[src/rtl/pico_rtc_pkg.sv]
// Shared constants, state encoding and BCD helper for the PicoBlaze RTC port bank.
package pico_rtc_pkg;

  localparam logic [7:0] BASE_ID   = 8'h00;
  localparam logic [7:0] STATUS_ID = 8'h0F;

  localparam int BUSY    = 0;
  localparam int BCD_ERR = 1;
  localparam int BIN_ERR = 2;
  localparam int OVR_ERR = 3;

  localparam logic [3:0] SEC     = 4'd0;
  localparam logic [3:0] MIN     = 4'd1;
  localparam logic [3:0] HR      = 4'd2;
  localparam logic [3:0] DAY     = 4'd3;
  localparam logic [3:0] MONTH   = 4'd4;
  localparam logic [3:0] YEAR    = 4'd5;
  localparam logic [3:0] TMR_SEC = 4'd6;
  localparam logic [3:0] TMR_MIN = 4'd7;
  localparam logic [3:0] TMR_HR  = 4'd8;

  typedef enum logic [1:0] {
    IDLE = 2'd0,
    CONV = 2'd1,
    REQ  = 2'd2
  } state_e;

  // tens*10 + units built from shifts so no multiplier is inferred
  function automatic logic [7:0] bcd_to_bin(input logic [7:0] bcd);
    return {1'b0, bcd[7:4], 3'b000} + {3'b000, bcd[7:4], 1'b0} + {4'b0000, bcd[3:0]};
  endfunction

endpackage

[src/rtl/bin2bcd_seq.sv]
// Sequential double-dabble: 8-bit binary in, packed two-digit BCD out after 8 shifts.
module bin2bcd_seq (
  input  logic       clk,
  input  logic       reset_n,
  input  logic       start,
  input  logic [7:0] din,
  output logic       done,
  output logic [7:0] dout
);

  logic [15:0] r_sr;
  logic [3:0]  r_cnt;
  logic        r_done;

  function automatic logic [15:0] dabble_step(input logic [15:0] sr);
    logic [15:0] t;
    t = sr;
    if (t[15:12] >= 4'd5) t[15:12] = t[15:12] + 4'd3;
    if (t[11:8]  >= 4'd5) t[11:8]  = t[11:8]  + 4'd3;
    return {t[14:0], 1'b0};
  endfunction

  always_ff @(posedge clk or negedge reset_n) begin
    if (!reset_n) begin
      r_sr   <= 16'h0000;
      r_cnt  <= 4'd0;
      r_done <= 1'b0;
    end else if (start) begin
      r_sr   <= {8'h00, din};
      r_cnt  <= 4'd8;
      r_done <= 1'b0;
    end else if (r_cnt != 4'd0) begin
      r_sr   <= dabble_step(r_sr);
      r_cnt  <= r_cnt - 4'd1;
      r_done <= (r_cnt == 4'd1);
    end else begin
      r_done <= 1'b0;
    end
  end

  assign done = r_done;
  assign dout = r_sr[15:8];

endmodule

[src/rtl/pico_bcd_port_bank.sv]
// PicoBlaze I/O bank holding binary time fields; writes go to the RTC as BCD via req/ack,
// BCD updates from the RTC reader are validated and stored as binary.
module pico_bcd_port_bank #(
  parameter int         NUM_REGS  = 9,
  parameter logic [7:0] BASE_ID   = 8'h00,
  parameter logic [7:0] STATUS_ID = 8'h0F,
  parameter logic [7:0] MAX_VAL   = 8'd59
) (
  input  logic       clk,
  input  logic       reset_n,
  input  logic [7:0] port_id,
  input  logic [7:0] out_port,
  input  logic       write_strobe,
  input  logic       read_strobe,
  output logic [7:0] in_port,
  output logic       rtc_wr_req,
  output logic [3:0] rtc_wr_addr,
  output logic [7:0] rtc_wr_data,
  input  logic       rtc_wr_ack,
  input  logic       rtc_rd_valid,
  input  logic [3:0] rtc_rd_addr,
  input  logic [7:0] rtc_rd_data
);

  import pico_rtc_pkg::*;

  localparam logic [7:0] NREGS = 8'(NUM_REGS);

  state_e     r_state, w_next;
  logic [7:0] r_bin [NUM_REGS];
  logic [7:0] r_val, r_wr_data, r_in_port;
  logic [3:0] r_idx;
  logic       r_bcd_err, r_bin_err, r_ovr_err;

  logic [7:0] w_off, w_rd_bin, w_status, w_rd_mux, w_bcd;
  logic       w_wr_hit, w_rd_hit, w_rd_ok, w_start, w_commit, w_conv_done;
  logic       w_stat_rd, w_bin_set, w_ovr_set, w_bcd_set;

  assign w_off     = port_id - BASE_ID;
  assign w_wr_hit  = write_strobe && (w_off < NREGS);
  assign w_rd_hit  = rtc_rd_valid && ({4'h0, rtc_rd_addr} < NREGS);
  assign w_rd_bin  = bcd_to_bin(rtc_rd_data);
  assign w_rd_ok   = (rtc_rd_data[7:4] <= 4'd9) && (rtc_rd_data[3:0] <= 4'd9) &&
                     (w_rd_bin <= MAX_VAL);
  assign w_stat_rd = read_strobe && (port_id == STATUS_ID);
  assign w_bin_set = (r_state == IDLE) && w_wr_hit && (out_port > MAX_VAL);
  assign w_ovr_set = (r_state != IDLE) && w_wr_hit;
  assign w_bcd_set = w_rd_hit && !w_rd_ok;

  bin2bcd_seq u_bin2bcd (
    .clk     (clk),
    .reset_n (reset_n),
    .start   (w_start),
    .din     (out_port),
    .done    (w_conv_done),
    .dout    (w_bcd)
  );

  always_comb begin
    w_next   = r_state;
    w_start  = 1'b0;
    w_commit = 1'b0;
    case (r_state)
      IDLE: if (w_wr_hit && (out_port <= MAX_VAL)) begin
        w_start = 1'b1;
        w_next  = CONV;
      end
      CONV: if (w_conv_done) w_next = REQ;
      REQ:  if (rtc_wr_ack) begin
        w_commit = 1'b1;
        w_next   = IDLE;
      end
      default: w_next = IDLE;
    endcase
  end

  always_comb begin
    w_status          = 8'h00;
    w_status[BUSY]    = (r_state != IDLE);
    w_status[BCD_ERR] = r_bcd_err;
    w_status[BIN_ERR] = r_bin_err;
    w_status[OVR_ERR] = r_ovr_err;
  end

  always_comb begin
    w_rd_mux = 8'h00;
    if (w_off < NREGS)            w_rd_mux = r_bin[w_off[3:0]];
    else if (port_id == STATUS_ID) w_rd_mux = w_status;
  end

  always_ff @(posedge clk or negedge reset_n) begin
    if (!reset_n) begin
      r_state   <= IDLE;
      r_val     <= 8'h00;
      r_idx     <= 4'h0;
      r_wr_data <= 8'h00;
      r_in_port <= 8'h00;
      r_bcd_err <= 1'b0;
      r_bin_err <= 1'b0;
      r_ovr_err <= 1'b0;
    end else begin
      r_state <= w_next;
      if (w_start) begin
        r_val <= out_port;
        r_idx <= w_off[3:0];
      end
      if ((r_state == CONV) && w_conv_done) r_wr_data <= w_bcd;
      r_in_port <= w_rd_mux;
      // a set event in the clearing cycle keeps the bit set
      r_bcd_err <= w_bcd_set | (r_bcd_err & ~w_stat_rd);
      r_bin_err <= w_bin_set | (r_bin_err & ~w_stat_rd);
      r_ovr_err <= w_ovr_set | (r_ovr_err & ~w_stat_rd);
    end
  end

  // processor write completion is ordered last so it wins a same-index RTC update
  always_ff @(posedge clk or negedge reset_n) begin
    if (!reset_n) begin
      for (int i = 0; i < NUM_REGS; i++) r_bin[i] <= 8'h00;
    end else begin
      if (w_rd_hit && w_rd_ok) r_bin[rtc_rd_addr] <= w_rd_bin;
      if (w_commit)            r_bin[r_idx]       <= r_val;
    end
  end

  assign in_port     = r_in_port;
  assign rtc_wr_req  = (r_state == REQ);
  assign rtc_wr_addr = r_idx;
  assign rtc_wr_data = r_wr_data;

endmodule

[config.mk]
export PLATFORM = sky130hd
export DESIGN_NAME = pico_bcd_port_bank
export DESIGN_NICKNAME = d
export VERILOG_FILES = /design/src/rtl/pico_rtc_pkg.sv /design/src/rtl/bin2bcd_seq.sv /design/src/rtl/pico_bcd_port_bank.sv
export SDC_FILE = /design/constraint.sdc
export NUM_CORES = 1
export LEC_CHECK = 0
export ABC_AREA = 1
export BUFFER_PORTS_ARGS = -buffer_cell sky130_fd_sc_hd__buf_2
export CORE_ASPECT_RATIO = 1.2
export CORE_MARGIN = 3
export CORE_UTILIZATION = 55
export DETAILED_ROUTE_END_ITERATION = 10
export PLACE_DENSITY = 0.74
export SKIP_CTS_REPAIR_TIMING = 1
export SKIP_LAST_GASP = 1
export SLEW_MARGIN = 5
export SYNTH_ARGS = -nofsm -noshare
export SYNTH_HDL_FRONTEND = slang
export SYNTH_SLANG_ARGS = --single-unit
[constraint.sdc]
create_clock -name clk -period 4.8 [get_ports clk]
set_clock_uncertainty 0.15 [all_clocks]
set_input_delay 0.96 -clock clk [delete_from_list [all_inputs] [get_ports clk]]
set_output_delay 0.96 -clock clk [all_outputs]
set_load 0.03 [all_outputs]
[Yosys cells after proc, flatten, opt, wreduce, memory -nomap -nowiden]
Index checks and enable logic that the tools add are counted.
W data, S select, Z words.
Word-level totals
  bits in registers: 126
  latch bits: 0
  memory bits (writable): 0
  memory bits (read-only): 0
  input port bits: 34
  memories kept: 0
Cells by class
  add/subtract/negate cells: 5
  multipliers: 0
  div/mod/pow operators: 0
  order comparisons: 14
  equality and inequality tests: 7
  shift-type cells: 0
  multiplexer cells: 29
  bitwise gates (word level): 10
  reduce and logical (&&, ||, !) cells: 20
Operators with widths (count)
  $bwmux W72: 2
  $mux W72: 2
  $demux W8 S4: 2
  $mux W8: 5
  $bmux W8 S4: 1
  $mux W16: 2
  $le A8 B6 Y1 const B: 2
  $mux W4: 4
  $ge A5 B5 Y1 const B: 3
  $not A4 Y5: 3
  $logic_and A1 B1 Y1: 14
  $lt A5 B1 Y1 const B: 2
  $add A7 B5 Y8: 1
  $add A8 B4 Y8: 1
  $eq A8 B4 Y1 const B: 1
  $ge A4 B3 Y1 const B: 2
  $gt A8 B6 Y1 const B: 1
  $le A4 B4 Y1 const B: 2
  $lt A8 B4 Y1 const B: 1
  $mux W1: 6
  $mux W2: 3
  $ne A2 B1 Y1 const B: 3
  $pmux W2 S3: 1
  $add A4 B2 Y4 const B: 1
  15 further kinds: 20

[Longest topological paths before layout]
  depth in word-level cells: 9
  mapped depth: 14
  mapped depth without buffers: 13

[Modules after synthesis]
A second synthesis with hierarchy kept.
Unflattened totals
  cell total of the unflattened synthesis: 1023
  area, all modules: 7587.3 sq um
By module, submodules not included
  pico_bcd_port_bank: instances 1, cells each 872, area an instance 6363.6 sq um
  bin2bcd_seq: instances 1, cells each 151, area an instance 1223.7 sq um

[Worst setup path after synthesis]
No wires, ideal clock.
  kind: in2reg
  start point: input port rtc_rd_data[3]
  end point: register r_bin[62] in the netlist's numbering
  library setup time: 126 ps
  arrival: 2981 ps
  slack: 1543 ps
  cell stages on the path: 12
  path through: fa_1 -> fa_1 -> or2_1 -> nand2_2 -> nor2_1 -> nand3_2 -> inv_2 -> nor2_8 -> buf_6 -> nand3_1 -> nand3_1 -> o21ai_1
On the way
  word-level cells in the longest chain between the ends: 7
  elaborated cells between the ends (all ways): 10
  classes of those cells: 1 x add/sub; 2 x order compare; 4 x mux; 3 x reduce/logical
Ends and longest elaborated chain
  start: declaration: RTL line pico_bcd_port_bank.sv:22  | input logic [7:0] rtc_rd_data
  $add A8 B4 Y8 or $le A4 B4 Y1 (tied branches): RTL line pico_rtc_pkg.sv:30, pico_bcd_port_bank.sv:43
  $le A8 B6 Y1 or $logic_and A1 B1 Y1 (tied branches): RTL line pico_bcd_port_bank.sv:44, pico_bcd_port_bank.sv:43
  $logic_and A1 B1 Y1: RTL line pico_bcd_port_bank.sv:43  | assign w_rd_ok = (rtc_rd_data[7:4] <= 4'd9) && (rtc_rd_data[3:0] <= 4'd9) &&
  $logic_and A1 B1 Y1: RTL line pico_bcd_port_bank.sv:121  | if (w_rd_hit && w_rd_ok) r_bin[rtc_rd_addr] <= w_rd_bin;
  $mux W72 *: RTL line pico_bcd_port_bank.sv:121
  $bwmux W72: RTL line pico_bcd_port_bank.sv:122  | if (w_commit) r_bin[r_idx] <= r_val;
  $mux W72 *: RTL line pico_bcd_port_bank.sv:122
  end signal: indexed assignment: RTL line pico_bcd_port_bank.sv:121
  end signal: indexed assignment: RTL line pico_bcd_port_bank.sv:122
  end: declaration: RTL line pico_bcd_port_bank.sv:30  | logic [7:0] r_bin [NUM_REGS];
Every way passes the cells marked *; elsewhere a longest branch is shown, timed or not.
A chain may end at the register's enable or synchronous reset.

[Final worst setup path]
  start point: input port rtc_rd_data[3]
  end point: register r_bin[63] in the netlist's numbering
The elaborated chain is that of the path after synthesis.

==> flow_metrics.env <==
export IMPL_yosysUniqueCellTypes=39
export IMPL_timing_setup_tns_ns=0
export IMPL_path_max_fanout=62
export IMPL_grt_pass1_vias=6726
export IMPL_drive_gt1_frac=0.111
export IMPL_drt_iter0_drc=866
export IMPL_hold_path_class="reg -> reg"
export IMPL_crit_required_ns=4.95
export IMPL_via_count=7478
export IMPL_dieArea_sq_mm=0.0154
export IMPL_place_congestion=0.921
export IMPL_cts_num_sinks=126
export IMPL_synth_area_sq_mm=0.00766
export IMPL_antenna_left=0
export IMPL_root_buffer="clkbuf_16"
export IMPL_grt_pass1_wl_mm=35.6
export IMPL_post_drt_wl_per_cell_um=17.1
export IMPL_final_hold_viol_count=0
export IMPL_slew_violations=0
export IMPL_setup_viol=0
export IMPL_fmax_mhz=295
export IMPL_crit_type="in -> reg"
export IMPL_drcViolationCount=0
export IMPL_utilization=0.636
export IMPL_ys_ff_latch=126
export IMPL_synth_edf_count=0
export IMPL_vias_per_cell=5.76
export IMPL_cts_max_path_buffers=2
export IMPL_path_clk_slew_ns=0.06
export IMPL_grt_max_degree=75
export IMPL_yosysMostFrequentCell="nand2_1"
export IMPL_rsz0062_at_grt="false"
export IMPL_clk_latency_ns=0.42
export IMPL_core_sq_mm=0.0134
export IMPL_status="finished clean"
export IMPL_h_tree_depth=4
export IMPL_syn_num_nets=1132
export IMPL_maxCapViolations=0
export IMPL_drt_total_wl_mm=22.2
export IMPL_synthFlopType="dfrtp_1"
export IMPL_design_area_sq_mm=0.00853
export IMPL_powerDensity_mw_per_mm2=421
export IMPL_relSlewSlack=0.341
export IMPL_power_leakage_nw=4.49
export IMPL_worstSetupEndpointType="register"
export IMPL_startpoint_type="input port"
export IMPL_placed_area_sq_mm=0.00796
export IMPL_cts_buffers=17
export IMPL_initial_core_util=0.571
export IMPL_nets=1167
export IMPL_die_w_um=114
export IMPL_post_dp_hpwl_mm=14.6
export IMPL_period_share=0.705
export IMPL_synthToLayoutAreaGrowth_pct=11.4
export IMPL_fp_row_count=46
export IMPL_die_h_um=135
export IMPL_netlist_top_cells_area="dfrtp_1, nand2_1, nand3_1, o21ai_0, inv_1"
export IMPL_tightest_slew_ns=0.988
export IMPL_yosys_area_top_type="dfrtp_1"
export IMPL_synth_common_cells="nand2_1, nand3_1, dfrtp_1"
export IMPL_avgSynthCellArea_sq_um=7.07
export IMPL_peakVddDrop_mv=0.319
export IMPL_arrival_ns=3.53
export IMPL_netlist_area_leader_share=0.412
export IMPL_port_buffers=54
export IMPL_overflow=0
export IMPL_synth_cells=1083
export IMPL_ys_seq_area_frac=0.412
export IMPL_grtUsageTotal=0.295
export IMPL_first_pass_iters=5
export IMPL_antenna_found_initial=0
export IMPL_async_reset_ff_frac=1.00
export IMPL_min_period_ns=3.39
export IMPL_cts_tree="yes"
export IMPL_io_pins=55
export IMPL_synth_warnings=0
export IMPL_n_antenna_cell=0
[registers in the layout (all words and copies together) (netlist names)]
register,count
rtc_wr_data,8
r_val,8
r_bin_err,1
r_ovr_err,1
u_bin2bcd.r_cnt,4
u_bin2bcd.r_sr,16
r_bcd_err,1
u_bin2bcd.done,1
rtc_wr_addr,4
in_port,8
r_state,2
r_bin,72
[critical path, cell delays in order]
cell and delay [ns]:
buf_2 0.11, fa_1 0.52, fa_1 0.48, or2_1 0.23, nand2_2 0.19, nor2_1 0.08, nand3_2 0.09, inv_2 0.07
nor2_8 0.11, buf_12 0.28, nand3_1 0.16, nand3_1 0.13, o21ai_1 0.07
[area by class of cell]
class / count / area, sq um
inverters: 135 / 508
flip-flops and latches: 126 / 3150
clock buffers: 17 / 425
well taps: 168 / 210
repair buffers: 62 / 345
clock inverters: 15 / 149
multi-input cells: 776 / 3740
fillers: 1225 / 4880
[worst paths after layout]
path,slack [ns],end,startpoint,depth (start not counted)
min in group asynchronous,0.52,in_port[4],reset_n,1
worst min-delay path,0.32,r_state[0],u_bin2bcd.done,1
worst min register to register,0.32,r_state[0],u_bin2bcd.done,1
worst max-delay path,1.41,r_bin[63],rtc_rd_data[3],13
worst max register to register,2.47,r_bin[22],r_state[0],8
max in group asynchronous,3.01,u_bin2bcd.r_sr[8],reset_n,2
[metal layers]
layer | GRT usage | wire length, um | vias up
met2 | 0.474 | 10500 | 355
met4 | 0.115 | 690 | 0
met5 | 0 | 0 | -
li1 | - | - | 3606
met3 | 0.0581 | 1950 | 48
met1 | 0.393 | 9050 | 3469
[where the power goes]
group | internal (W) | switching (W) | leakage, nW
Sequential | 0.00125 | 0.000123 | 1.66
Combinational | 0.000318 | 0.000638 | 2.55
Clock | 0.000728 | 0.000532 | 0.272
[placed cells by master (no fill, tap or decap), types with 3 or more instances in the layout]
| master | count |
|---|---|
| inv_6 | 7 |
| inv_2 | 13 |
| a21oi_1 | 20 |
| o22ai_1 | 3 |
| o21ai_1 | 18 |
| dfrtp_1 | 126 |
| nor2_1 | 74 |
| inv_1 | 116 |
| buf_2 | 53 |
| clkinvlp_4 | 4 |
| o211ai_1 | 13 |
| nand2_2 | 4 |
| nand4_1 | 6 |
| clkbuf_16 | 17 |
| o21ai_0 | 108 |
| xor2_1 | 3 |
| nand3_1 | 181 |
| clkinv_1 | 5 |
| a22oi_1 | 6 |
| buf_4 | 8 |
| nand2_1 | 302 |
| nand3_2 | 5 |
| ha_1 | 13 |
[logic make-up after synthesis]
group / after synthesis / share of synthesized area
buffers and inverters: 181 / 0.101
AND/OR/NAND/NOR: 582 / 0.331
flip-flops: 126 / 0.412
multiplexers: 2 / 0.00261
adder cells (fa/ha/maj): 15 / 0.0265
XOR/XNOR: 3 / 0.00343
AO/OA/AOI/OAI: 174 / 0.124
[through the flow]
step	setup slack (ns)	power [W]	instances	hold slack, ns
global placement	1.09	0.00231	1267	0.302
detailed placement	1.01	0.00234	1267	0.310
global route	1.23	0.00380	1299	0.338
finish	1.41	0.00359	1299	0.316
CTS	1.46	0.00359	1299	0.318
floorplan	1.54	0.00207	1083	0.286
(Power assumes the default switching activity.)
